### src/rtl/div_pkg.sv
// ==========================================================================
// div_pkg : shared types and helpers for the seq_restoring_div divider
// Rev 1.0
// ==========================================================================
`default_nettype none

package div_pkg;

  localparam int DIV_WIDTH_DEFAULT = 4;

  typedef enum logic [1:0] {
    IDLE = 2'd0,
    RUN  = 2'd1,
    FIN  = 2'd2
  } state_t;

  // Bits needed to hold an iteration count of w down to 0.
  function automatic int cnt_width(input int w);
    return $clog2(w + 1);
  endfunction

endpackage

`default_nettype wire

### src/rtl/div_step.sv
// ==========================================================================
// div_step : one combinational restoring-division iteration
// Rev 1.0
// ==========================================================================
`default_nettype none

module div_step
  import div_pkg::*;
#(
  parameter int WIDTH = DIV_WIDTH_DEFAULT
) (
  input  logic [WIDTH-1:0] rem,
  input  logic [WIDTH-1:0] quo,
  input  logic [WIDTH-1:0] divisor,
  output logic [WIDTH-1:0] rem_next,
  output logic [WIDTH-1:0] quo_next
);

  logic [WIDTH:0] shifted;
  logic [WIDTH:0] trial;

  // The running remainder is always below the divisor, so it fits in WIDTH
  // bits; only the shifted value needs the extra bit for the trial subtract.
  always_comb begin
    shifted  = {rem, quo[WIDTH-1]};
    trial    = shifted - {1'b0, divisor};
    quo_next = {quo[WIDTH-2:0], ~trial[WIDTH]};
    rem_next = trial[WIDTH] ? shifted[WIDTH-1:0] : trial[WIDTH-1:0];
  end

endmodule

`default_nettype wire

### src/rtl/seq_restoring_div.sv
// ==========================================================================
// seq_restoring_div : multi-cycle restoring divider, start/busy/done handshake
// Optional macro SIGNED_DIV_EN: two's-complement operands, one extra cycle.
// Rev 1.0
// ==========================================================================
`default_nettype none

module seq_restoring_div
  import div_pkg::*;
#(
  parameter int WIDTH = DIV_WIDTH_DEFAULT
) (
  input  logic             clk,
  input  logic             rst,
  input  logic             start,
  input  logic [WIDTH-1:0] A,
  input  logic [WIDTH-1:0] B,
  output logic             busy,
  output logic             done,
  output logic [WIDTH-1:0] Q,
  output logic [WIDTH-1:0] R,
  output logic             div_by_zero
);

  // One spare bit so the signed build can count WIDTH+1 cycles.
  localparam int CW = cnt_width(WIDTH) + 1;

`ifdef SIGNED_DIV_EN
  localparam logic [CW-1:0] C_LOAD = CW'(WIDTH + 1);
`else
  localparam logic [CW-1:0] C_LOAD = CW'(WIDTH);
`endif
  localparam logic [CW-1:0] C_ONE = CW'(1);

  state_t           state_q, state_d;
  logic [CW-1:0]    cnt_q, cnt_d;
  logic [WIDTH-1:0] rem_q, rem_d;
  logic [WIDTH-1:0] quo_q, quo_d;
  logic [WIDTH-1:0] dvs_q, dvs_d;
  logic [WIDTH-1:0] q_q, q_d;
  logic [WIDTH-1:0] r_q, r_d;
  logic             dbz_q, dbz_d;

  logic [WIDTH-1:0] step_rem;
  logic [WIDTH-1:0] step_quo;
  logic [WIDTH-1:0] a_mag;
  logic [WIDTH-1:0] b_mag;

`ifdef SIGNED_DIV_EN
  logic qneg_q, qneg_d;
  logic rneg_q, rneg_d;

  // Most-negative magnitude is representable as an unsigned WIDTH value.
  always_comb begin
    a_mag = A[WIDTH-1] ? (-A) : A;
    b_mag = B[WIDTH-1] ? (-B) : B;
  end
`else
  always_comb begin
    a_mag = A;
    b_mag = B;
  end
`endif

  div_step #(
    .WIDTH (WIDTH)
  ) u_step (
    .rem      (rem_q),
    .quo      (quo_q),
    .divisor  (dvs_q),
    .rem_next (step_rem),
    .quo_next (step_quo)
  );

  always_comb begin
    state_d = state_q;
    cnt_d   = cnt_q;
    rem_d   = rem_q;
    quo_d   = quo_q;
    dvs_d   = dvs_q;
    q_d     = q_q;
    r_d     = r_q;
    dbz_d   = dbz_q;
`ifdef SIGNED_DIV_EN
    qneg_d  = qneg_q;
    rneg_d  = rneg_q;
`endif

    case (state_q)
      IDLE, FIN: begin
        state_d = IDLE;
        if (start) begin
          if (B == '0) begin
            // Zero divisor skips the datapath and reports straight away.
            state_d = FIN;
            q_d     = '1;
            r_d     = A;
            dbz_d   = 1'b1;
          end else begin
            state_d = RUN;
            cnt_d   = C_LOAD;
            rem_d   = '0;
            quo_d   = a_mag;
            dvs_d   = b_mag;
            q_d     = '0;
            r_d     = '0;
            dbz_d   = 1'b0;
`ifdef SIGNED_DIV_EN
            qneg_d  = A[WIDTH-1] ^ B[WIDTH-1];
            rneg_d  = A[WIDTH-1];
`endif
          end
        end
      end

      RUN: begin
`ifdef SIGNED_DIV_EN
        if (cnt_q == C_ONE) begin
          // Final cycle is the sign fix-up on the finished magnitudes.
          cnt_d   = '0;
          q_d     = qneg_q ? (-quo_q) : quo_q;
          r_d     = rneg_q ? (-rem_q) : rem_q;
          state_d = FIN;
        end else begin
          rem_d = step_rem;
          quo_d = step_quo;
          cnt_d = cnt_q - C_ONE;
        end
`else
        rem_d = step_rem;
        quo_d = step_quo;
        cnt_d = cnt_q - C_ONE;
        if (cnt_q == C_ONE) begin
          q_d     = step_quo;
          r_d     = step_rem;
          state_d = FIN;
        end
`endif
      end

      default: state_d = IDLE;
    endcase
  end

  always_ff @(posedge clk) begin
    if (rst) begin
      state_q <= IDLE;
      cnt_q   <= '0;
      rem_q   <= '0;
      quo_q   <= '0;
      dvs_q   <= '0;
      q_q     <= '0;
      r_q     <= '0;
      dbz_q   <= 1'b0;
`ifdef SIGNED_DIV_EN
      qneg_q  <= 1'b0;
      rneg_q  <= 1'b0;
`endif
    end else begin
      state_q <= state_d;
      cnt_q   <= cnt_d;
      rem_q   <= rem_d;
      quo_q   <= quo_d;
      dvs_q   <= dvs_d;
      q_q     <= q_d;
      r_q     <= r_d;
      dbz_q   <= dbz_d;
`ifdef SIGNED_DIV_EN
      qneg_q  <= qneg_d;
      rneg_q  <= rneg_d;
`endif
    end
  end

  always_comb begin
    busy        = (state_q == RUN);
    done        = (state_q == FIN);
    Q           = q_q;
    R           = r_q;
    div_by_zero = dbz_q;
  end

endmodule

`default_nettype wire

### config.mk
export PLATFORM = sky130hd
export DESIGN_NAME = seq_restoring_div
export DESIGN_NICKNAME = d
export VERILOG_FILES = /design/src/rtl/div_pkg.sv /design/src/rtl/div_step.sv /design/src/rtl/seq_restoring_div.sv
export SDC_FILE = /design/constraint.sdc
export NUM_CORES = 1
export LEC_CHECK = 0
export BUFFER_PORTS_ARGS = -buffer_cell sky130_fd_sc_hd__buf_2
export CAP_MARGIN = 20
export CORE_UTILIZATION = 55
export DETAILED_ROUTE_END_ITERATION = 10
export GPL_TIMING_DRIVEN = 0
export HOLD_SLACK_MARGIN = 0.03
export PLACE_DENSITY = 0.85
export SKIP_LAST_GASP = 1
export SYNTH_ARGS = -nofsm -noshare
export SYNTH_HDL_FRONTEND = slang
export SYNTH_SLANG_ARGS = --single-unit
### constraint.sdc
create_clock -name clk -period 2.6 [get_ports clk]
set_input_delay 0.26 -clock clk [delete_from_list [all_inputs] [get_ports clk]]
set_output_delay 0.26 -clock clk [all_outputs]
set_load 0.005 [all_outputs]
# Yosys cells after proc, flatten, opt, wreduce, memory -nomap -nowiden
# Cells that the tools add are included.
[totals]
regBits = 27
elab_cells = 49
out_inout_bits = 11
[classes]
n_mux = 23
reduce_logical = 8
n_eq_ne = 6
bitwise_logic = 2
n_addsub = 2
[ops]
columns = ["op", "count"]
rows = [
  ["two-way mux 4 bit", 13],
  ["one-hot mux 4 bit (2 select lines)", 5],
  ["AND reduction 3 bit", 3],
  ["two-way mux 2 bit", 3],
  ["subtractor 5 x 4 -> 5 bit", 1],
  ["== test 4 x 1 -> 1 bit, second input constant", 1],
  ["zero test 4 bit", 1],
  ["!= test 2 bit, second input constant", 2],
  ["one-hot mux 2 bit (2 select lines)", 1],
  ["subtractor 4 x 1 -> 4 bit, second input constant", 1],
  ["== test 2 x 1 -> 1 bit, second input constant", 1],
  ["== test 2 bit, second input constant", 1],
  ["zero test 2 bit", 1],
  ["!= test 2 x 1 -> 1 bit, second input constant", 1],
  ["NOT 1 bit", 2],
  ["AND reduction 2 bit", 1],
  ["nonzero test 2 bit", 1],
  ["OR reduction 2 bit", 1],
  ["two-way mux 1 bit", 1],
]

# Logic depth before layout (Yosys ltp)
# Gate-level depths: netlist of run 1.
[logic_depth]
depth_word = 4
depth_mapped = 8
depth_no_buf = 8

# By module
# Synthesis of run 1 repeated with hierarchy kept, for this count alone.
[hier_totals]
hier_cells = 164
hier_area_um2 = 1422.6
[by_module_without_submodules]
columns = ["mod", "cells_each", "instances", "seq_area_each_um2", "area_each_um2"]
rows = [
  ["seq_restoring_div", 137, 1, 540.5, 1198.6],
  ["div_step", 27, 1, 0.0, 224.0],
]

# Worst setup path before layout of run 1
# Ideal clock, no wire load.
[synth_path]
path_type = "flip-flop to flip-flop"
start = "register quo_q[3]"
end = "register r_q[2] (netlist: R[2])"
arrival_ps = 1992
path_slack_ps = 517
path_buffers = 0
path_stages_with_launch = 9
path_cell_list = "dfxtp_1 -> inv_1 -> ha_1 -> fa_1 -> nand2b_1 -> a21oi_2 -> xnor2_1 -> mux2_2 -> a311oi_1"
[synth_between]
elab_chain_cells = 4
[synth_lines]
columns = ["item", "line_no", "text"]
rows = [
  ["start: declaration", "seq_restoring_div.sv:38", "logic [WIDTH-1:0] quo_q, quo_d;"],
  ["start signal: assignment", "seq_restoring_div.sv:163", "quo_q <= quo_d;"],
  ["subtractor 5 x 4 -> 5 bit", "div_step.sv:26", "trial = shifted - {1'b0, divisor};"],
  ["two-way mux 4 bit", "div_step.sv:28", "rem_next = trial[WIDTH] ? shifted[WIDTH-1:0] : trial[WIDTH-1:0];"],
  ["two-way mux 4 bit", "seq_restoring_div.sv:133", "if (cnt_q == C_ONE) begin"],
  ["one-hot mux 4 bit (2 select lines)", "seq_restoring_div.sv:89", "case (state_q)"],
  ["end signal: assignment", "seq_restoring_div.sv:166", "r_q <= r_d;"],
  ["end: declaration", "seq_restoring_div.sv:41", "logic [WIDTH-1:0] r_q, r_d;"],
]
# No other way between the ends. The select of a mux whose other input is x is not followed.
# A chain may end at the register's enable or synchronous reset.

# Final worst setup path of run 1
[layout_path]
start = "register quo_q[3]"
end = "register r_q[0] (netlist: R[0])"
[layout_between]
elab_chain_cells = 4
[layout_lines]
columns = ["item", "line_no"]
rows = [
  ["subtractor 5 x 4 -> 5 bit", "div_step.sv:26"],
  ["two-way mux 4 bit (*)", "div_step.sv:28"],
  ["two-way mux 4 bit (*)", "seq_restoring_div.sv:133"],
  ["one-hot mux 4 bit (2 select lines) (*)", "seq_restoring_div.sv:89"],
]
# Every way passes the cells marked *; elsewhere a longest branch is shown, timed or not. The select of a mux whose other input is x is not followed.

==> key figures, run 1 <==
Clock tree
  – Clk buf depth: 2
  – Setup bufs post-CTS: 0
  – CTS tree: yes
  – Worst-path clk slew: ~140 ps
  – Root buffer cell: clkbuf_4
  – PostCTS Resize Cnt: 0
  – # clock sinks: 27
  – Worst-Skew Late Latency: between 300 and 400 ps
  – H-Tree Depth: 1
  – Cts-stage hold buffer count: 0
  – CTS buffer count: 3

Timing
  – Fin. Hold Viols: 0
  – Slew @ Worst Pin: 490.5 ps
  – RSZ-0062 raised after global routing: false
  – Slew Viols, Final: 0
  – Fin Setup TNS: 0 ps
  – Final Setup Violations: 0
  – Fmax: 427.0 MHz
  – Min cycle time layout: 2342 ps
  – Final Skew: 2.156 ps
  – Fin Hold WS: 181.3 ps
  – Period utilization: between 90% and 100%
  – Rel. slew slack: about 67%

Finish
  – Share of layout cells above drive strength 1: 21.81%
  – Antenna diodes: 0
  – Nets: 207
  – Synth-to-Final Area Change: 11.77%

Global route
  – Gr usage total: 22.71%
  – Largest net degree at the start of global routing: 15
  – Initial antenna violation count: 0
  – Global-route wire length before repair: 4.560 mm
  – Vias in the first global route: 1,085
  – Grt ovf: 0

Drt
  – Vias/cell: between 5 and 6
  – Post-DRT Antenna Nets: 0
  – Routed len/inst: 12.38 um
  – Initial DRT Pass Iterations: 4
  – Vias after detailed routing: 1,202
  – DR iter-0 viols: 23
  – Residual DRC: 0
  – Routed wire length: 2.673 mm

Power
  – Seq pwr share: 53.0%
  – Clock power share: 19.7%
  – Combinational share of power: 27.2%
  – Max VDD drop: 503.8 uV
  – Int Pwr: 617.9 uW
  – Sw frac: 31.36%
  – Leakage: 0.6445 nW
  – PwrDens: 587.4 nW/um2
  – Psw: 282.4 uW

Worst hold path
  – Worst Hold Launch: B[1]
  – Hold WC Path Type: in2reg
  – WHS Endpoint: dvs_q[1]
  – Worst hold stages: 3

Floorplan
  – Die Wd: 51.93 um
  – Die height: 51.93 um
  – FP Rows: 17
  – Total die area: 2697 um2
  – Core area: about 2300 um2
  – Starting Density: about 60%
  – I/O pin count: 22

Yosys
  – Syn_area_per_cell: 8.362 um2
  – Compound-Gate Fraction of Synth Area: between 15 and 20%
  – Synth Area in Adders: 6.934%
  – Post-Synth XOR/XNOR Area: about 2.5%
  – Syn Inst Count: 164
  – Distinct cell type count after synthesis: 36
  – #FFs+latches synth: 27
  – Sequential area share after synthesis: about two fifths
  – Cell Area, Synth: 1371 um2
  – Yosys warnings: 0
  – Post-Synth Simple-Gate Area: 27.01%
  – Largest family of logic cells by synthesized area: simple AND/OR/NAND/NOR gates
  – Mapped Nets: 182
  – Mux share of post-synthesis cell area: 2.281%

Setup path
  – Reg2Reg Setup Slack: 260 ps
  – CP Class: reg2reg
  – Reg-to-reg critical path startpoint: quo_q[3]
  – R2R Path End: R[0]
  – Crit path max fanout: 5
  – FF-to-FF path depth: 8
  – CP Capture Type: register
  – CP startpoint kind: register
  – CP required: 2810 ps
  – Worst EP arrival: 2550 ps

Placed design
  – Post-DP HPWL: 2.096 mm
  – Final GP Congestion: 0.8501
  – Quantity of I/O buffers inserted on ports: 20

Status
  – Status: completed

Run
  – Max Cap Violations: 0
cells by family (layout without fill, tap and decap cells):
logic type,count (synthesis),after routing
AOI/OAI and AO/OA,32,32
buffers and inverters,18,42
and+or+nand+nor,74,74
adders and majority gates,7,7
DFF,27,27
xor gates and xnor gates,3,3
muxes,3,3
cell usage after synthesis, drive strengths merged:
| master | instances | share of area [%] |
|---|---|---|
| or3b | 1 | 0.82 |
| fa | 1 | 1.5 |
| dfxtp | 27 | 39 |
| nor2b | 2 | 0.91 |
| a31oi | 2 | 0.91 |
| xor2 | 2 | 1.8 |
| o21ai | 1 | 0.36 |
| ha | 6 | 5.5 |
| nand2b | 4 | 1.8 |
| a21oi | 16 | 6.1 |
| a21boi | 1 | 0.55 |
| xnor2 | 1 | 0.64 |
| a311oi | 8 | 5.1 |
| o211ai | 1 | 0.55 |
| a22oi | 3 | 1.6 |
| clkbuf | 4 | 1.1 |
| mux2 | 1 | 0.82 |
| buf | 6 | 3.4 |
| nand2 | 21 | 5.7 |
| mux2i | 2 | 1.5 |
| or4 | 1 | 0.82 |
| or2 | 1 | 0.46 |
| nor2 | 34 | 12 |
| and2 | 1 | 0.64 |
| inv | 8 | 2.2 |
| nor3 | 7 | 3.3 |
| nand3 | 2 | 0.73 |
layer usage:
metal / global-route usage (%) / part of all wire [%] / vias up
met4: 4.054 / 0.34 / 0
met1: 29.04 / 46 / 551
met5: 0 / 0 / -
li1: - / - / 598
met2: 38.03 / 48 / 49
met3: 6.433 / 6.3 / 4
metrics by stage:
stage          worst slack [ps]  area [um2]  cells  power (mW)  utilization, %
5_1_grt                   124.5        1533    216      0.9589           67.34
2_1_floorplan             516.7        1371    164      0.6675               -
3_3_place_gp              345.1        1506    212      0.7205           66.19
6_report                  257.9        1533    216      0.9003           67.34
4_1_cts                   273.7        1533    216      0.9076           67.34
3_5_place_dp              310.8        1506    212      0.7308           66.19
placed cells by master (no fill, tap or decap), types with 3 or more instances in the layout:
cell,n
nor2_1,30
dfxtp_1,27
buf_2,21
nand2_1,21
a21oi_1,15
inv_1,8
a311oi_1,8
ha_1,6
clkbuf_1,5
nor3_1,5
nand2b_1,4
a22oi_1,3
clkbuf_4,3
worst max-delay path by stage:
stage               cells after the start      from   end
floorplan                               8  quo_q[3]  R[2]
global placement                        8  quo_q[3]  R[1]
detailed placement                      8  quo_q[3]  R[1]
CTS                                     8  quo_q[3]  R[1]
global route                            8  quo_q[3]  R[0]
finish                                  8  quo_q[3]  R[0]
flip-flops by register name (all words and copies together) (netlist names):
register     count
Q                4
R                4
cnt_q            4
dvs_q            4
quo_q            4
rem_q            4
state_q          2
div_by_zero      1
final cells by class:
cell class,instances,area [um2]
multi-input cells,119,739.5
plain buffers,10,61.31
repair buffers,20,100.1
fillers,183,743.2
inverters,8,30.03
well taps,28,35.03
clock buffers,4,26.28
flip-flops and latches,27,540.5
power groups by stage:
stage | sequential, mW | combinational, mW | clock, mW
2_1_floorplan | 0.483 | 0.184 | 0
3_3_place_gp | 0.484 | 0.236 | 0
6_report | 0.477 | 0.245 | 0.178
3_5_place_dp | 0.486 | 0.245 | 0
5_1_grt | 0.483 | 0.278 | 0.198
4_1_cts | 0.477 | 0.245 | 0.185
worst max-delay path: stages, from the launching register on:
cell      delay [ps]
dfxtp_1          360
inv_1             60
ha_1             220
fa_1             400
nand2b_1         190
a21oi_2          210
xor2_2           330
mux2i_1          340
a311oi_1         130
Note: power is estimated with default switching activity, not from simulation.
==> inputs of run 2 (changes only) <==
--- a/config.mk
+++ b/config.mk
@@ -11,8 +11,10 @@
 export DETAILED_ROUTE_END_ITERATION = 10
 export GPL_TIMING_DRIVEN = 0
 export HOLD_SLACK_MARGIN = 0.03
-export PLACE_DENSITY = 0.85
+export PLACE_DENSITY = 0.78
 export SKIP_LAST_GASP = 1
 export SYNTH_ARGS = -nofsm -noshare
 export SYNTH_HDL_FRONTEND = slang
+export SYNTH_HIERARCHICAL = 1
 export SYNTH_SLANG_ARGS = --single-unit
+export TNS_END_PERCENT = 50
==> run 2 against run 1 <==
Net effect: sequential power shrank 0.8%; die area rose by 3.6%; combinational power increased by 27%; register-to-register slack got worse by 130 ps; global-route usage barely moved; largest power group unchanged.
==> key figures, run 2 <==
Status
  – Status: completed

Timing
  – Final worst-path setup slack: ~130 ps
  – Rel. slew slack: 62.80%
  – Fmax: 404.3 MHz
  – Fin Hold WS: roughly 150 ps
  – Slew Viols, Final: 0
  – RSZ-0062 raised after global routing: false
  – Final Skew: around 3.2 ps
  – Final Setup Violations: 0
  – Fin. Hold Viols: 0
  – Period utilization: 95.13%
  – Slew @ Worst Pin: 552.1 ps
  – Min cycle time layout: 2473 ps

Power
  – Leakage: 0.6917 nW
  – Max VDD drop: 429.1 uV
  – Tot Pwr: 966.1 uW
  – PwrDens: 586.8 nW/um2

Yosys
  – Syn_area_per_cell: a little under 9 um2
  – Sequential area share after synthesis: a little under two fifths
  – Post-synth top cells: dfxtp_1 (27), nor2_1 (24), nand2_1 (20)
  – Mux share of post-synthesis cell area: 2.990%
  – #FFs+latches synth: 27
  – Post-Synth XOR/XNOR Area: 2.375%
  – Largest family of logic cells by synthesized area: simple AND/OR/NAND/NOR gates
  – Largest cells by area after synthesis: dfxtp_1 (38%), nor2_1 (6.3%), ha_1 (5.3%)
  – Mapped Nets: 182
  – Post-Synth Simple-Gate Area: 22.69%
  – Area leader, netlist: dfxtp_1
  – Yosys warnings: 6
  – Main synth FF type: dfxtp_1
  – Synth Area in Adders: under 10%
  – Post-synth top area share: a little under two fifths
  – Number of synthesized flops with an enable pin: 0
  – Syn Inst Count: 164
  – Compound-Gate Fraction of Synth Area: 19.26%
  – Cell Area, Synth: 1423 um2
  – Top-count cell post-synth: dfxtp_1
  – Async set-reset flop share out of synthesis: 0%
  – Distinct cell type count after synthesis: between 40 and 50

Clock tree
  – CTS tree: yes
  – H-Tree Depth: 1
  – CTS buffer count: 3
  – Worst-Skew Late Latency: 320 ps
  – Clk buf depth: 2
  – # clock sinks: 27
  – Worst-path clk slew: 140 ps
  – Root buffer cell: clkbuf_4
  – Cts-stage hold buffer count: 0

Drt
  – Residual DRC: 0
  – Routed wire length: between 2 and 3 mm
  – DR iter-0 viols: 23
  – Vias/cell: between 5 and 6
  – Initial DRT Pass Iterations: 4
  – Routed len/inst: 13.48 um
  – Vias after detailed routing: approximately 1,200
  – Post-DRT Antenna Nets: 0

Worst hold path
  – Worst Hold Launch: rst
  – Hold WC Path Type: in2reg
  – WHS Endpoint: quo_q[2]
  – Worst hold stages: 2

Global route
  – Gr usage total: 22.71%
  – Global-route wire length before repair: 4.574 mm
  – Initial antenna violation count: 0
  – Most Crowded Layer GR: met2
  – Vias in the first global route: 1,065
  – Largest net degree at the start of global routing: 15
  – Met2 Track Usage GR: 36.92%
  – Met1 global-route usage: 30.46%
  – Grt ovf: 0
  – Met3 Use GR: 2.874%

Setup path
  – Crit path max fanout: 4
  – CP Capture Type: register
  – CP Class: reg2reg
  – CP required: 2870 ps
  – CP startpoint kind: register
  – Reg-to-reg critical path startpoint: quo_q[3]
  – Worst EP arrival: around 2700 ps
  – FF-to-FF path depth: 11
  – R2R Path End: R[1]
  – Reg2Reg Setup Slack: 130 ps

Finish
  – Commonest non-fill, non-tap cell in the layout: dfxtp_1
  – Share of layout cells above drive strength 1: roughly 28%
  – Finished Layout Cells: 222
  – Nets: 211
  – Most frequent cells in the layout: dfxtp_1 (26), nor2_1 (24), buf_2 (23)
  – Synth-to-Final Area Change: 15.74%
  – Antenna diodes: 0

Placed design
  – Pre-CTS setup slack: -16.38 ps
  – Final GP Congestion: 0.8365
  – Post-DP HPWL: 2.226 mm
  – Quantity of I/O buffers inserted on ports: 20
  – Inst Count DP: 214

Floorplan
  – I/O pin count: 22
  – Die Wd: 52.86 um
  – Core area: 2455 um2
  – Starting Density: between 50% and 60%
  – Total die area: 2794 um2
  – FP Rows: 18
  – Die height: 52.86 um

Run
  – Max Cap Violations: 0
-- run 2: changes by cell type after synthesis, moves of 3 or more --
cell | previous run | this run
a211oi_1 | 0 | 4
clkbuf_1 | 4 | 1
a21oi_1 | 15 | 10
nor2_1 | 30 | 24
a311oi_1 | 8 | 4
-- run 2: worst max path at each step --
| stage | from | end | slack, ps |
|---|---|---|---|
| global placement | quo_q[3] | R[3] | 30 |
| global route | quo_q[3] | R[0] | 40 |
| CTS | quo_q[3] | R[3] | 40 |
| finish | quo_q[3] | R[1] | 130 |
| floorplan | quo_q[3] | R[3] | 230 |
| detailed placement | quo_q[3] | R[3] | -20 |
-- run 2: per-stage QoR --
stage	area, um2	utilization [%]	TNS (ps)
finish	1647	67.07	0
global route	1647	67.07	0
CTS	1620	66.00	0
detailed placement	1560	63.56	-16.38
global placement	1560	63.56	0
floorplan	1423	-	0
-- run 2: critical path, cell delays in order (launching register included) --
cell	delay, ps
dfxtp_2	350
inv_1	60
ha_1	230
fa_2	360
nand2b_4	160
a21oi_4	200
xor2_4	200
buf_4	150
mux2i_1	170
nand2_1	100
a211o_2	310
a21oi_1	130
-- run 2: what timing repair did --
action	in CTS	in global routing
setup endpoints to repair	1	4
gates cloned	0	0
gates resized for setup	2	3
endpoints found under the hold margin	0	0
setup buffers	2	2
pin swaps	1	2
-- run 2: logic make-up after synthesis --
logic type,count (synthesis)
buffers and inverters,20
XOR/XNOR,3
AND/OR/NAND/NOR,66
AO/OA/AOI/OAI,37
flip-flops,27
adder cells (fa/ha/maj),7
multiplexers,4
-- run 2: layout make-up --
type                       count  area (um2)
fill                         205       808.3
multi-input combinational    117       797.0
timing repair buffer          24       130.1
tap                           30       37.54
sequential                    27       541.8
buffer                        12       83.83
inverter                       8       30.03
clock buffer                   4       26.28
-- run 2: layer usage --
| metal | part of all wire (%) | up-vias |
|---|---|---|
| li1 | - | 623 |
| met1 | 48 | 548 |
| met2 | 47 | 27 |
| met3 | 3.7 | 2 |
| met4 | 0.63 | 0 |
| met5 | 0 | - |
-- run 2: report_power, final --
part | switching (mW) | total, mW | internal, mW
Sequential | 0.0241 | 0.473 | 0.448
Clock | 0.122 | 0.182 | 0.0601
Combinational | 0.161 | 0.312 | 0.151
Total | 0.307 | 0.966 | 0.659
